`src/rtl/fetchbuf_pf_ctrl.sv`:
```
// fetchbuf_pf_ctrl: next-line prefetch scheduler and I$ read-port arbiter
// for the IFU fetch buffer.
//
// One cache request is outstanding at a time. Demand fetches win over
// prefetches. An in-flight prefetch is never aborted by a demand. It is
// dropped only by reset or FlushStage.
//
// Optional feature macro: FETCHBUF_PF_PAGECROSS_EN
//   defined   : prefetches may cross a 4 KiB page boundary
//   undefined : no prefetch is issued from the last line of a page
//
// Handshake: CacheReqValid/CacheReqPAdr/CacheReqIsPF are registered and held
// while CacheStall=1. A request completes in the first cycle where
// CacheReqValid=1, CacheStall=0 and Stall=0. That cycle produces exactly one
// fill pulse (DemandFill and/or PFFill). The next request, if any, is driven
// from the following cycle.
module fetchbuf_pf_ctrl #(
  parameter int PA_BITS   = 56,
  parameter int PF_THRESH = 16
) (
  input  logic               clk,
  input  logic               reset,
  input  logic               FlushStage,
  input  logic               Stall,
  input  logic               DemandValid,
  input  logic [PA_BITS-1:0] DemandPAdr,
  input  logic [PA_BITS-1:0] ActivePAdr,
  input  logic               NextLineValid,
  input  logic               CacheStall,
  output logic               CacheReqValid,
  output logic [PA_BITS-1:0] CacheReqPAdr,
  output logic               CacheReqIsPF,
  output logic               DemandFill,
  output logic               PFFill,
  output logic [15:0]        PFCount,
  output logic [1:0]         dbg_state
);

  localparam int LINE_BITS = PA_BITS - 6;
  localparam logic [5:0] THRESH = 6'(PF_THRESH);

  typedef enum logic [1:0] {
    IDLE           = 2'd0,
    DEMAND         = 2'd1,
    PREFETCH       = 2'd2,
    PF_THEN_DEMAND = 2'd3
  } state_t;

  state_t               state;
  logic                 pf_issued;
  logic [LINE_BITS-1:0] prev_line;
  logic [LINE_BITS-1:0] pend_line;
  logic [15:0]          pf_count;
  logic [15:0]          pf_count_nxt;

  logic [LINE_BITS-1:0] active_line;
  logic [LINE_BITS-1:0] demand_line;
  logic [LINE_BITS-1:0] next_line;
  logic                 line_changed;
  logic                 pf_issued_now;
  logic                 hw_above;
  logic                 page_ok;
  logic                 pf_eligible;
  logic                 done;
  logic                 kill;
  logic                 same_line;

  assign active_line = ActivePAdr[PA_BITS-1:6];
  assign demand_line = DemandPAdr[PA_BITS-1:6];
  // Line arithmetic wraps naturally: the all-ones line rolls over to 0.
  assign next_line   = active_line + LINE_BITS'(1);

  // A change of active line this cycle already counts as clearing the flag,
  // so a new line is eligible in its first cycle.
  assign line_changed  = (active_line != prev_line);
  assign pf_issued_now = pf_issued & ~line_changed;

  assign hw_above = ({1'b0, ActivePAdr[5:1]} >= THRESH);

`ifdef FETCHBUF_PF_PAGECROSS_EN
  assign page_ok = 1'b1;
`else
  assign page_ok = ~&ActivePAdr[11:6];
`endif

  assign pf_eligible = hw_above & ~NextLineValid & ~pf_issued_now & page_ok;
  assign done        = CacheReqValid & ~CacheStall & ~Stall;
  assign kill        = reset | FlushStage;
  assign same_line   = (demand_line == CacheReqPAdr[PA_BITS-1:6]);

  // Fill pulses: combinational from completion, suppressed by reset/flush.
  always_comb begin
    DemandFill = 1'b0;
    PFFill     = 1'b0;
    if (done && !kill) begin
      case (state)
        DEMAND:         DemandFill = 1'b1;
        PREFETCH: begin
          PFFill     = 1'b1;
          DemandFill = DemandValid & same_line;
        end
        PF_THEN_DEMAND: PFFill = 1'b1;
        default: ;
      endcase
    end
  end

  // Request FSM with registered request outputs and the prefetch-issued flag.
  always_ff @(posedge clk) begin
    if (kill) begin
      state         <= IDLE;
      CacheReqValid <= 1'b0;
      CacheReqPAdr  <= '0;
      CacheReqIsPF  <= 1'b0;
      pend_line     <= '0;
      pf_issued     <= 1'b0;
    end else if (!Stall) begin
      if (line_changed) pf_issued <= 1'b0;
      case (state)
        IDLE: begin
          if (DemandValid) begin
            state         <= DEMAND;
            CacheReqValid <= 1'b1;
            CacheReqPAdr  <= {demand_line, 6'b0};
            CacheReqIsPF  <= 1'b0;
          end else if (pf_eligible) begin
            state         <= PREFETCH;
            CacheReqValid <= 1'b1;
            CacheReqPAdr  <= {next_line, 6'b0};
            CacheReqIsPF  <= 1'b1;
            pf_issued     <= 1'b1;
          end
        end
        DEMAND: begin
          if (done) begin
            state         <= IDLE;
            CacheReqValid <= 1'b0;
          end
        end
        PREFETCH: begin
          if (done) begin
            state         <= IDLE;
            CacheReqValid <= 1'b0;
          end else if (DemandValid && !same_line) begin
            state     <= PF_THEN_DEMAND;
            pend_line <= demand_line;
          end
        end
        PF_THEN_DEMAND: begin
          // Request stays valid: the latched demand follows with no gap.
          if (done) begin
            state        <= DEMAND;
            CacheReqPAdr <= {pend_line, 6'b0};
            CacheReqIsPF <= 1'b0;
          end
        end
        default: begin
          state         <= IDLE;
          CacheReqValid <= 1'b0;
        end
      endcase
    end
  end

  // Track the active line of the previous (unstalled) cycle.
  always_ff @(posedge clk) begin
    if (reset) prev_line <= '0;
    else if (!Stall) prev_line <= active_line;
  end

  // Saturating prefetch fill counter; flush leaves it alone.
  always_comb begin
    pf_count_nxt = pf_count;
    if (PFFill && (pf_count != 16'hFFFF)) pf_count_nxt = pf_count + 16'd1;
  end

  // Counter register, written every cycle from its next-value logic.
  always_ff @(posedge clk) begin
    if (reset) pf_count <= 16'd0;
    else pf_count <= pf_count_nxt;
  end

  assign PFCount   = pf_count;
  assign dbg_state = state;

endmodule

```
`config.mk`:
```
export PLATFORM = sky130hd
export DESIGN_NAME = fetchbuf_pf_ctrl
export DESIGN_NICKNAME = d
export VERILOG_FILES = /design/src/rtl/fetchbuf_pf_ctrl.sv
export SDC_FILE = /design/constraint.sdc
export NUM_CORES = 1
export LEC_CHECK = 0
export CAP_MARGIN = 20
export CELL_PAD_IN_SITES_DETAIL_PLACEMENT = 2
export CELL_PAD_IN_SITES_GLOBAL_PLACEMENT = 2
export CORE_MARGIN = 2
export CORE_UTILIZATION = 25
export DETAILED_ROUTE_END_ITERATION = 6
export PLACE_DENSITY_LB_ADDON = 0.12
export REMOVE_ABC_BUFFERS = 1
export SLEW_MARGIN = 20
export SYNTH_ARGS = -nofsm -noshare
export SYNTH_HDL_FRONTEND = slang
export SYNTH_SLANG_ARGS = --single-unit
export TNS_END_PERCENT = 30
```
`constraint.sdc`:
```
create_clock -name clk -period 3.12 [get_ports clk]
set_input_delay 0.468 -clock clk [delete_from_list [all_inputs] [get_ports clk]]
set_output_delay 0.468 -clock clk [all_outputs]
set_load 0.03 [all_outputs]
```
Word-level counts from Yosys, hierarchy flattened
Index checks and enable logic that the tools add are counted.

cells by class
  $add $sub $neg = 2
  order comparisons = 1
  equal/unequal tests = 11
  mux-type cells = 25
  bitwise operators = 14
  reduce and logical (&&, ||, !) cells = 16

operator list
  cell                   number
  $mux 56                3
  $pmux 56 s2            1
  $add 50x1->50 const B  1
  $eq 50x50->1           1
  $ne 50x50->1           1
  $add 16x1->16 const B  1
  $ne 16x16->1 const B   1
  $mux 2                 6
  $reduce_and 4->1       3
  $mux 1                 11
  $pmux 2 s4             1
  $and 1x1->1            7
  $ne 3x3->1 const B     2
  $not 1->1              6
  $pmux 1 s2             3
  $reduce_and 6->1       1
  $ge 5x5->1 const B     1
  $reduce_and 5->1       1
  $eq 2x2->1 const B     2
  $ne 2x2->1 const B     2
  $reduce_bool 2->1      2
  $reduce_or 2->1        2
  $logic_and 1x1->1      3
  $logic_not 1->1        3
  4 further kinds        4

storage, ports and cells
  flip-flop bits (word level) = 177
  output and inout port bits = 78
  word-level logic and storage cells = 77

Logic depth before layout (Yosys ltp)
Gate-level depths: netlist (run 1).

  depth after elaboration = 9
  mapped depth = 9
  gate-level depth less buffers = 9

Worst setup path before layout (run 1)
OpenSTA, ideal clock, no wires.

  path type = register -> register
  start point = reg state[0], in the netlist dbg_state[0]
  end point = reg pf_count[15], in the netlist PFCount[15]
  setup time = 0.128 ns
  data arrival time = 2.226 ns
  data required time = 2.992 ns
  setup slack = 0.766 ns
  stages on the path, launching flop included = 10
  clock period less this slack = 2.354 ns
  cell sequence = dfxtp_1 > ha_1 > clkbuf_1 > nor2_1 > or3_4 > a31oi_4 > and3b_1 > and4_1 > xnor2_1 > nor2_1

between the ends
  word-level cells in the longest chain between the ends = 5
  elaborated cells between the ends (all ways) = 6

ends and longest elaborated chain
  what                         RTL line  RTL
  start: declaration           49        state_t state;
  start signal: assignment     111       state <= IDLE;
  start signal: assignment     122       state <= DEMAND;
  start signal: assignment     127       state <= PREFETCH;
  $eq 2x2->1                   96        case (state)
  $reduce_or 2->1 (no line) *  n/a
  $mux 1 *                     96
  $mux 1 *                     95        if (done && !kill) begin
  $logic_and 1x1->1 *          174       if (PFFill && (pf_count != 16'hFFFF)) pf_count_nxt = pf_count + 16'd1;
  end signal: assignment       180       else pf_count <= pf_count_nxt;
  end: declaration             53        logic [15:0] pf_count;

Mark *: on every way between the ends. The rest lies on a longest branch, timed or not.
A chain may end at the register's enable or synchronous reset.

Worst setup path after layout (run 1)
  start point = in DemandPAdr[52]
  end point = out DemandFill

between the ends
  word-level cells in the longest chain between the ends = 4

ends and longest elaborated chain
  what                RTL line  RTL
  start: declaration  26        input logic [PA_BITS-1:0] DemandPAdr,
  $eq 50x50->1        89        assign same_line = (demand_line == CacheReqPAdr[PA_BITS-1:6]);
  $and 1x1->1         100       DemandFill = DemandValid & same_line;
  $pmux 1 s2          96
  $mux 1              95
  end: declaration    33        output logic DemandFill,

No other way between the ends.

==> summary.md, run 1 <==
| Metric | Value |
|---|---|
| Worst path max stage delay | 0.44 ns |
| Seq pwr share | 41.0% |
| Bufs on Longest Clock Path | 2 |
| Ys async rst share | 0% |
| Area grow syn2layout | 42.43% |
| Power share of the clock group | 39.8% |
| Delay-heaviest family, CP | simple AND/OR/NAND/NOR gates |
| Setup Viol. Count Final | 0 |
| Clock Tree Root | clkbuf_16 |
| Die W | 198.5 um |
| CP cell instances | clkdlybuf4s50_1 > xor2_1 > nor4_2 > nand4_1 > buf_6 > nor4_4 > a31oi_1 > nor2_2 > buf_12 |
| Slew margin rel. | 40.16% |
| Via density | 4.796 |
| # rows | 71 |
| Core ar. | 37,490 um^2 |
| CTS tree | built |
| Ys flop type | dfxtp_1 |
| Post-Syn Area per Cell | 8.499 um^2 |
| Flops & latches, synth | 171 |
| Setup Skew | 0.01269 ns |
| DR vias | 9,166 |
| Dominant cell type by area after synthesis | dfxtp_1 |
| Yosys cell types | 54 |
| Post-Synth XOR/XNOR Area | 14.54% |
| Power Density | 419.6 nW/um^2 |
| Vias in the first global route | 9,879 |
| Post-Synth Adder-Cell Area | 0.7937% |
| Largest family of logic cells by synthesized area | simple AND/OR/NAND/NOR gates |
| Minimum clock period | 2.992 ns |
| Fraction of layout cells with a size suffix above 1 | 15.73% |
| Die height | 198.5 um |
| Critical path capture point type | output pin |
| CTS H-tree depth | 4 |
| Critical path buffers and inverters | 3 |
| Sequential fraction of the synthesis area | 36.19% |
| Top-area cell type share of the netlist area | 36.19% |
| Compound-Gate Fraction of Synth Area | 11.38% |
| Num CTS Buffers | 17 |
| Initial core utilization | 25.23% |
| Post-synthesis instance total | 1,113 |
| Largest net degree at the start of global routing | 70 |
| Worst-Margin Slew | 0.8977 ns |
| YS warnings | 0 |
| Placer Congestion | 0.8516 |
| Post-Place Cell Area | 12,790 um^2 |
| Post-detail-place hpwl | 29,850 um |
| WP data arrival | 2.52 ns |
| Die ar. | 39,410 um^2 |
| DRC | 0 |
| Synth Area in Simple Gates | 20.40% |
| Total gr overflow | 0 |
| Initial antenna violation count | 3 |
| Total Routing Usage GR | 20.41% |
| Setup TNS | 0 ns |
| Hold Vio Cnt, Final | 0 |
| Design internal power | 3.942 mW |
| WS Path Type | input port to output pin |
| Leak Pwr | 5.789 nW |
| Status | complete, no violations |
| DRC marker count from the first detailed-route iteration | 351 |
| Worst min-delay path category | input port to register |
| Mapped Area | 9459 um^2 |
| IO Port Bufs | 179 |
| Gate power share | 19.2% |
| Worst setup SP type | input port |
| Drt pass-1 iters | 4 |
| Fmax achieved | 334.3 MHz |
| Clock Latency Late Sink | 0.46 ns |
| Antenna viol nets, final | 0 |
| Slew Viols, Final | 0 |
| IO Pins | 197 |
| Placed Cells | 1,877 |
| Sw frac | 30.26% |
| Crit-path slowest cell | clkdlybuf4s50_1 |
| Hold buffers post-CTS | 0 |
| Wire per inst | 20.47 um |
| Synth top cells by count | dfxtp_1 (171), nor2_1 (155), xor2_1 (125) |
| Drt total wl | 39,130 um |
| Max cap viols | 0 |
| Final instance area | 13,470 um^2 |
| Worst VDD drop | 0.0003697 V |
| RSZ-0062 raised after global routing | false |
| Tcrit/Tclk final | 95.89% |
| Number of flops mapped to enable cells by yosys | 0 |
| Post-synthesis mux area share | 12.28% |
| CP max FO | 2 |
| CTS sink count | 171 |
| Clock transition at path regs | 0.08 ns |
| Switching power | 1.710 mW |
| Final non-filler cell total | 1,911 |
| Nets@finish | 1,512 |
| Required @ worst endpoint | 2.65 ns |
| Global-route wire length before repair | 60,110 um |
| Largest cells by area after synthesis | dfxtp_1 (36%), mux2i_1 (12%), xor2_1 (12%), nor2_1 (6.2%), o21ai_0 (3.6%) |
| Leading cell type by number of instances after synthesis | dfxtp_1 |
-- path summary, 6_finish.rpt --
kind	from	to	slack (ns)	depth (start not counted)
min reg2reg	pend_line[33]	CacheReqPAdr[39]	0.47	2
min	DemandPAdr[33]	pend_line[27]	0.37	3
max reg2reg	CacheReqPAdr[12]	pend_line[15]	0.57	10
max	DemandPAdr[52]	DemandFill	0.13	9
-- metrics by stage --
stage / utilization (%) / total power [mW] / hold WS, ns / worst slack, ns
3_5_place_dp: 34.11 / 3.461 / 0.4701 / -0.2767
3_3_place_gp: 34.11 / 3.440 / 0.4606 / -0.3453
2_1_floorplan: - / 2.806 / 0.4517 / -1.571
5_1_grt: 35.93 / 5.913 / 0.4036 / 0.0005933
6_report: 35.94 / 5.653 / 0.3735 / 0.1284
4_1_cts: 35.81 / 5.731 / 0.4261 / 0.06722
-- metal layers --
layer | up-vias | wire (um) | global-route usage [%]
met5 | - | 26 | 0
met4 | 4 | 494 | 4.505
met3 | 27 | 1356 | 3.832
met2 | 135 | 18840 | 35.02
met1 | 4572 | 18410 | 26.55
li1 | 4428 | - | -
-- power by group through the flow --
stage                     registers [mW]  clock network, mW  logic [mW]
after floorplan                     2.43                  0       0.381
after CTS                           2.32               2.31        1.10
final                               2.32               2.25        1.09
after detailed placement            2.37                  0        1.09
after global placement              2.37                  0        1.07
after global routing                2.33               2.40        1.18
-- final cells by class --
| type | count | area (um^2) |
|---|---|---|
| inverter | 10 | 37.54 |
| sequential | 171 | 3427 |
| clock buffer | 17 | 425.4 |
| tap | 511 | 639.4 |
| timing repair buffer | 338 | 3072 |
| antenna | 1 | 2.502 |
| clock inverter | 14 | 161.4 |
| multi-input combinational | 849 | 5708 |
| fill | 4278 | 24020 |
-- flip-flops by register name (all words and copies together), names as in the netlist --
name,count
CacheReqPAdr,50
CacheReqIsPF,1
PFCount,16
prev_line,50
pf_issued,1
CacheReqValid,1
pend_line,50
dbg_state,2
-- logic make-up after synthesis --
| group | count (synthesis) |
|---|---|
| buf+inv | 98 |
| xor+xnor | 157 |
| other cells | 1 |
| flops | 171 |
| mux | 116 |
| fa+ha+maj | 6 |
| compound gates | 175 |
| simple gates | 389 |
-- worst min-delay path: stages --
cell,delay [ns]
dlymetal6s2s_1,0.16
mux2i_1,0.10
nor2_1,0.08
-- what timing repair did --
item,4_1_cts,5_1_grt
setup buffers,3,0
pin swaps,8,8
resized for setup,12,13
setup endpoints to repair,1,1
-- cells in the final DEF, fill, tap and decap left out, drive strengths merged, types with 4 or more instances in the layout --
cell	instances
and3	21
nor4	37
ha	6
inv	14
mux2i	116
dlymetal6s2s	6
o211ai	8
dlygate4sd2	5
nand4	20
nand2	68
buf	164
a311oi	6
and4	12
xor2	125
and2	4
nor3	20
a31oi	15
o21ai	68
nand2b	4
clkbuf	17
clkinv	6
a221oi	10
a211oi	11
dfxtp	171
or3	5
clkdlybuf4s50	163
o21a	12
nand3	30
xnor2	32
nor2	155
a21oi	37
conb	6
No activity file was read; power rests on OpenSTA's default activity.
==> inputs of run 2 (changes only) <==
Settings changed: CAP_MARGIN 20 to not set.
Clock period 3.12 ns to 3.56 ns, I/O delays scaled along.
==> run 2 against run 1 <==
Compared with the run above: register-to-register slack gained 0.34 ns; via count shrank 4.1%; combinational power shrank 20%; critical path depth is the same; worst setup slack gained 0.016 ns; sequential share of layout area grew 1.5 points; power shrank 13%.
==> summary.md, run 2 (synthesis results as in run 1) <==
| Metric | Value |
|---|---|
| Placed Cells | 1,783 (-5.0%) |
| Initial core utilization | 25.23% (unchanged) |
| Critical path buffers and inverters | 3 (unchanged) |
| Worst VDD drop | 0.0003508 V (-5.1%) |
| Worst path max stage delay | 0.47 ns (+0.03 ns) |
| Status | complete, no violations |
| Power share of the clock group | 40.9% (+1.1 points) |
| Leak Pwr | 5.237 nW (-9.5%) |
| Drt pass-1 iters | 4 (unchanged) |
| Setup crit end | DemandFill |
| Critical path capture point type | output pin |
| Core ar. | 37,490 um^2 (unchanged) |
| Placer Congestion | 0.8083 (-5.1%) |
| Hold WS | 0.4789 ns (+0.1054 ns) |
| Max cap viols | 0 (unchanged) |
| Slew margin rel. | 31.03% (-9.1 points) |
| Sw frac | 29.15% (-1.1 points) |
| Worst setup SP type | input port |
| Power Density | 386.9 nW/um^2 (-7.8%) |
| Post-Place Cell Area | 12,060 um^2 (-5.7%) |
| Drt total wl | 37,910 um (-3.1%) |
| Seq pwr share | 41.4% (+0.4 points) |
| Die W | 198.5 um (unchanged) |
| Largest net degree at the start of global routing | 71 (+1.4%) |
| Nets@finish | 1,416 (-6.3%) |
| WP data arrival | 2.88 ns (+0.36 ns) |
| Setup Skew | 0.01063 ns (-0.002058 ns) |
| Switching power | 1.431 mW (-16%) |
| # rows | 71 (unchanged) |
| IO Pins | 197 (unchanged) |
| Initial antenna violation count | 3 (unchanged) |
| Minimum clock period | 3.415 ns |
| DRC marker count from the first detailed-route iteration | 348 (-0.85%) |
| Commonest non-fill, non-tap cell in the layout | clkdlybuf4s50_1 |
| Final non-filler cell total | 1,815 (-5.0%) |
| Design internal power | 3.480 mW (-12%) |
| Reg2Reg Depth | 9 (-1) |
| Num CTS Buffers | 17 (unchanged) |
| Most frequent cells in the layout | clkdlybuf4s50_1 (175), dfxtp_1 (171), nor2_1 (154), xor2_1 (125), mux2i_1 (116) |
| Clock Latency Late Sink | 0.45 ns (about the same) |
| Bufs on Longest Clock Path | 2 (unchanged) |
| Worst min-delay path category | register to register |
| DR vias | 8,791 (-4.1%) |
| CTS sink count | 171 (unchanged) |
| Critical path depth | 9 (unchanged) |
| Required @ worst endpoint | 3.03 ns (+0.38 ns) |
| CP cell instances | clkdlybuf4s50_1 > xor2_1 > nor4_2 > nand3_1 > nor4_1 > buf_4 > a31oi_1 > nor2_1 > buf_12 |
| Global-route wire length before repair | 57,260 um (-4.7%) |
| Reg2reg setup slack | 0.91 ns (+0.34 ns) |
| Post-CTS Setup Bufs | 0 (-3) |
| Die ar. | 39,410 um^2 (unchanged) |
| Area grow syn2layout | 34.18% |
| Clock transition at path regs | 0.07 ns (about the same) |
| Reg-to-reg endpoint | pend_line[8] |
| CP max FO | 3 (+1) |
| IO Port Bufs | 179 (unchanged) |
| Gate power share | 17.7% (-1.5 points) |
| Fmax achieved | 292.8 MHz |
| Total Routing Usage GR | 19.53% (-0.89 points) |
| Vias in the first global route | 9,338 (-5.5%) |
| DRC | 0 (unchanged) |
| Antenna viol nets, final | 0 (unchanged) |
| Overall Power | 4.911 mW (-13%) |
| Setup Viol. Count Final | 0 (unchanged) |
| Crit-path slowest cell | clkdlybuf4s50_1 |
| Fill count | 4,280 (+0.047%) |
| Antenna Cells | 0 (-1) |
| RSZ-0062 raised after global routing | false |
| Fraction of layout cells with a size suffix above 1 | 9.049% (-6.7 points) |
| Total gr overflow | 0 (unchanged) |
| Clock Tree Root | clkbuf_16 |
| CP Launch Point | DemandPAdr[39] |
| Tcrit/Tclk final | 95.94% |
| Fin util | 33.86% (-2.1 points) |
| RR Startpoint | CacheReqPAdr[39] |
| WS Path Type | input port to output pin |
| Biggest regs | CacheReqPAdr (50), pend_line (50), prev_line (50) |
| Wire per inst | 20.89 um (+2.0%) |
| Worst-Margin Slew | 1.035 ns (+0.1369 ns) |
| Slew Viols, Final | 0 (unchanged) |
| Hold Vio Cnt, Final | 0 (unchanged) |
| CTS tree | built |
| CTS H-tree depth | 4 (unchanged) |
| Post-detail-place hpwl | 28,090 um (-5.9%) |
| Delay-heaviest family, CP | simple AND/OR/NAND/NOR gates |
| Die height | 198.5 um (unchanged) |
| Via density | 4.844 (+0.98%) |
| Final instance area | 12,690 um^2 (-5.8%) |
run 2: cell types whose count changed in the layout (fill, tap and decap cells not counted), sizes merged, moves of 2 or more:
cell,previous run,this run
dlygate4sd2,5,0
buf,164,67
clkinvlp,2,4
inv,14,11
clkdlybuf4s50,163,175
dlymetal6s2s,6,0
run 2: metrics by stage:
step / setup TNS [ns] / setup WS (ns)
2_1_floorplan: -52.84 / -1.131
3_3_place_gp: 0 / 0.1196
3_5_place_dp: 0 / 0.03419
4_1_cts: 0 / 0.005281
5_1_grt: 0 / 0.002469
6_report: 0 / 0.1446
run 2: cell type report:
| type | instances | area [um^2] | share of cell area (%) |
|---|---|---|---|
| multi-input combinational | 849 | 5670 | 44.68 |
| clock buffer | 18 | 439.2 | 3.460 |
| clock inverter | 14 | 170.2 | 1.341 |
| tap | 511 | 639.4 | 5.037 |
| sequential | 171 | 3423 | 26.97 |
| inverter | 10 | 37.54 | 0.2957 |
| timing repair buffer | 242 | 2312 | 18.22 |
run 2: power groups by stage:
| stage | clock network, mW | logic, mW | registers, mW |
|---|---|---|---|
| after global placement | 0 | 0.865 | 2.07 |
| after detailed placement | 0 | 0.877 | 2.08 |
| after floorplan | 0 | 0.334 | 2.13 |
| after global routing | 2.15 | 0.953 | 2.04 |
| final | 2.01 | 0.871 | 2.03 |
| after CTS | 2.07 | 0.882 | 2.03 |
run 2: what timing repair did:
item,in CTS,in global routing
hold buffers,0,0
endpoints found under the setup margin,0,1
resized for setup,0,4
run 2: worst min path at each step:
| stage | slack, ns | depth (start not counted) | endpoint | from |
|---|---|---|---|---|
| after floorplan | 0.45 | 2 | CacheReqPAdr[21] | pend_line[15] |
| after global placement | 0.46 | 2 | CacheReqPAdr[31] | pend_line[25] |
| after detailed placement | 0.47 | 2 | CacheReqPAdr[26] | pend_line[20] |
| after CTS | 0.48 | 2 | CacheReqPAdr[37] | pend_line[31] |
| after global routing | 0.50 | 2 | CacheReqPAdr[32] | pend_line[26] |
| final | 0.48 | 2 | CacheReqPAdr[21] | pend_line[15] |
run 2: worst reg2reg max path: cells and delay by family, from the launching register on:
kind	cells	cell delay, ns
multiplexers	1	0.30
buffers and inverters	2	0.43
flip-flops	1	0.34
XOR/XNOR	1	0.19
AND/OR/NAND/NOR	5	1.26
run 2: layer usage:
| layer | track usage [%] | up-vias | wire, um |
|---|---|---|---|
| met1 | 25.10 | 4391 | 17500 |
| met5 | 0 | - | 40 |
| met4 | 5.224 | 6 | 567 |
| li1 | - | 4224 | - |
| met2 | 33.40 | 138 | 18370 |
| met3 | 3.713 | 32 | 1423 |
==> inputs of run 3 (changes only) <==
Clock period 3.56 ns to 3.3 ns, I/O delays scaled along.
==> run 3 against run 2 <==
Compared with the run above: power is 11% higher; largest power group is now clock; largest cell class unchanged; critical path type unchanged; non-clock buffer count is 46 higher; highest routed layer unchanged; sequential share of layout area is 0.90 points lower.
==> summary.md, run 3 (synthesis results as in run 1) <==
| Metric | Value |
|---|---|
| Status | complete, no violations |
| Post-place setup slack | -0.1632 ns (-0.1973 ns) |
| CP max FO | 3 (unchanged) |
| Crit-path slowest cell | clkdlybuf4s50_1 |
| Commonest non-fill, non-tap cell in the layout | dfxtp_1 |
| Wire per inst | 20.78 um (-0.52%) |
| Delay-heaviest family, CP | buffers and inverters |
| Die height | 198.5 um (unchanged) |
| Worst min-delay path category | input port to register |
| Clock Tree Root | clkbuf_16 |
| Most frequent CP cell | buf_4 |
| Tcrit/Tclk final | 97.06% |
| Worst setup SP type | input port |
| Fraction of layout cells with a size suffix above 1 | 12.53% (+3.5 points) |
| DRC marker count from the first detailed-route iteration | 320 (-8.0%) |
| Initial core utilization | 25.23% (unchanged) |
| Hold buffers post-CTS | 0 (unchanged) |
| Max cap viols | 0 (unchanged) |
| Placed Cells | 1,826 (+2.4%) |
| Initial antenna violation count | 2 (-1) |
| Global-route wire length before repair | 59,080 um (+3.2%) |
| Die W | 198.5 um (unchanged) |
| RR Startpoint | CacheReqPAdr[25] |
| Hold Vio Cnt, Final | 0 (unchanged) |
| Worst path max stage delay | 0.52 ns (+0.05 ns) |
| Worst VDD drop | 0.0002412 V (-31%) |
| WS Path Type | input port to output pin |
| Num CTS Buffers | 17 (unchanged) |
| Core ar. | 37,490 um^2 (unchanged) |
| Final WS setup | 0.09689 ns (-0.04768 ns) |
| DR vias | 8,965 (+2.0%) |
| WP data arrival | 2.71 ns (-0.17 ns) |
| Required @ worst endpoint | 2.80 ns (-0.23 ns) |
| Biggest regs | CacheReqPAdr (50), pend_line (50), prev_line (50) |
| CTS H-tree depth | 4 (unchanged) |
| Fin util | 35.03% (+1.2 points) |
| CTS sink count | 171 (unchanged) |
| Critical path capture point type | output pin |
| Die ar. | 39,410 um^2 (unchanged) |
| Setup Viol. Count Final | 0 (unchanged) |
| Post-detail-place hpwl | 28,970 um (+3.1%) |
| CP Launch Point | DemandPAdr[28] |
| Multi-input gate area | 5707 um^2 (+0.64%) |
| Fmax achieved | 312.2 MHz |
| Area grow syn2layout | 38.82% |
| Leak Pwr | 5.548 nW (+6.0%) |
| Hold path start | DemandPAdr[49] |
| Minimum clock period | 3.203 ns |
| Via density | 4.817 (-0.54%) |
| Total gr overflow | 0 (unchanged) |
| Setup Skew | 0.01661 ns (+0.005979 ns) |
| Most frequent cells in the layout | dfxtp_1 (171), clkdlybuf4s50_1 (168), nor2_1 (153), xor2_1 (125), mux2i_1 (116) |
| Clock transition at path regs | 0.07 ns (about the same) |
| Antenna viol nets, final | 0 (unchanged) |
| Placer Congestion | 0.7850 (-2.9%) |
| Drt pass-1 iters | 5 (+1) |
| Nets@finish | 1,462 (+3.2%) |
| Total Routing Usage GR | 20.10% (+0.58 points) |
| Bufs on Longest Clock Path | 2 (unchanged) |
| Drt total wl | 38,670 um (+2.0%) |
| # rows | 71 (unchanged) |
| Overall Power | 5.465 mW (+11%) |
| IO Port Bufs | 179 (unchanged) |
| Largest net degree at the start of global routing | 71 (unchanged) |
| Power Density | 416.2 nW/um^2 (+7.6%) |
| DRC | 0 (unchanged) |
| Fill count | 4,218 (-1.4%) |
| Register area | 3423 um^2 (unchanged) |
| IO Pins | 197 (unchanged) |
| Critical path buffers and inverters | 4 (+1) |
| Final non-filler cell total | 1,861 (+2.5%) |
| CP cell instances | clkdlybuf4s50_1 > xor2_1 > nor4_2 > nand4_1 > buf_4 > nor4_4 > buf_4 > a31oi_1 > nor2_2 > buf_12 |
| Slew margin rel. | 34.05% (+3.0 points) |
| CTS tree | built |
| Vias in the first global route | 9,720 (+4.1%) |
| Slew Viols, Final | 0 (unchanged) |
| Clock Latency Late Sink | 0.45 ns (about the same) |
| Worst-Margin Slew | 0.9893 ns (-0.04526 ns) |
## run 3: final timing paths
check | slack (ns) | cells past startpoint | end
max | 0.1 | 10 | DemandFill
min | 0.38 | 3 | pend_line[43]
max reg2reg | 0.67 | 11 | pend_line[27]
min reg2reg | 0.48 | 2 | CacheReqPAdr[32]
## run 3: metal layers
metal | up-vias | wire (um) | track usage, %
met5 | - | 26 | 0
met4 | 4 | 405 | 4.284
met3 | 19 | 1441 | 3.289
met2 | 138 | 18600 | 34.20
met1 | 4474 | 18200 | 26.74
li1 | 4330 | - | -
## run 3: final cells by class
| class | count | share of cell area [%] |
|---|---|---|
| multi-input cells | 849 | 43.46 |
| flip-flops and latches | 171 | 26.07 |
| repair buffers | 288 | 20.40 |
| well taps | 511 | 4.869 |
| clock buffers | 17 | 3.240 |
| clock inverters | 14 | 1.658 |
| inverters | 10 | 0.2859 |
| diodes | 1 | 0.01906 |
## run 3: where the power goes
| part | leakage [nW] | switching [mW] | total (mW) | internal, mW |
|---|---|---|---|---|
| clock network | 0.306 | 0.947 | 2.29 | 1.35 |
| registers | 1.39 | 0.0578 | 2.19 | 2.14 |
| logic | 3.85 | 0.549 | 0.979 | 0.430 |
| total | 5.55 | 1.55 | 5.47 | 3.91 |
## run 3: timing repair
item / CTS / global route
pin swaps: 3 / 6
setup endpoints to repair: 1 / 1
gates resized for setup: 4 / 12
setup buffers: 2 / 1
## run 3: worst register-to-register path, delay by kind of cell (launching register included)
kind,cells,cell delay (ns)
muxes,1,0.24
and+or+nand+nor,5,0.98
buffers and inverters,4,0.66
DFF,1,0.41
xor gates and xnor gates,1,0.18
## run 3: per-stage QoR
| stage | TNS (ns) | hold slack, ns | area, um^2 |
|---|---|---|---|
| after global placement | -0.06290 | 0.4602 | 12390 |
| after CTS | 0 | 0.3787 | 13060 |
| final | 0 | 0.3819 | 13130 |
| after floorplan | -76.08 | 0.4517 | 9100 |
| after detailed placement | -3.109 | 0.4651 | 12390 |
| after global routing | -0.001910 | 0.4086 | 13130 |
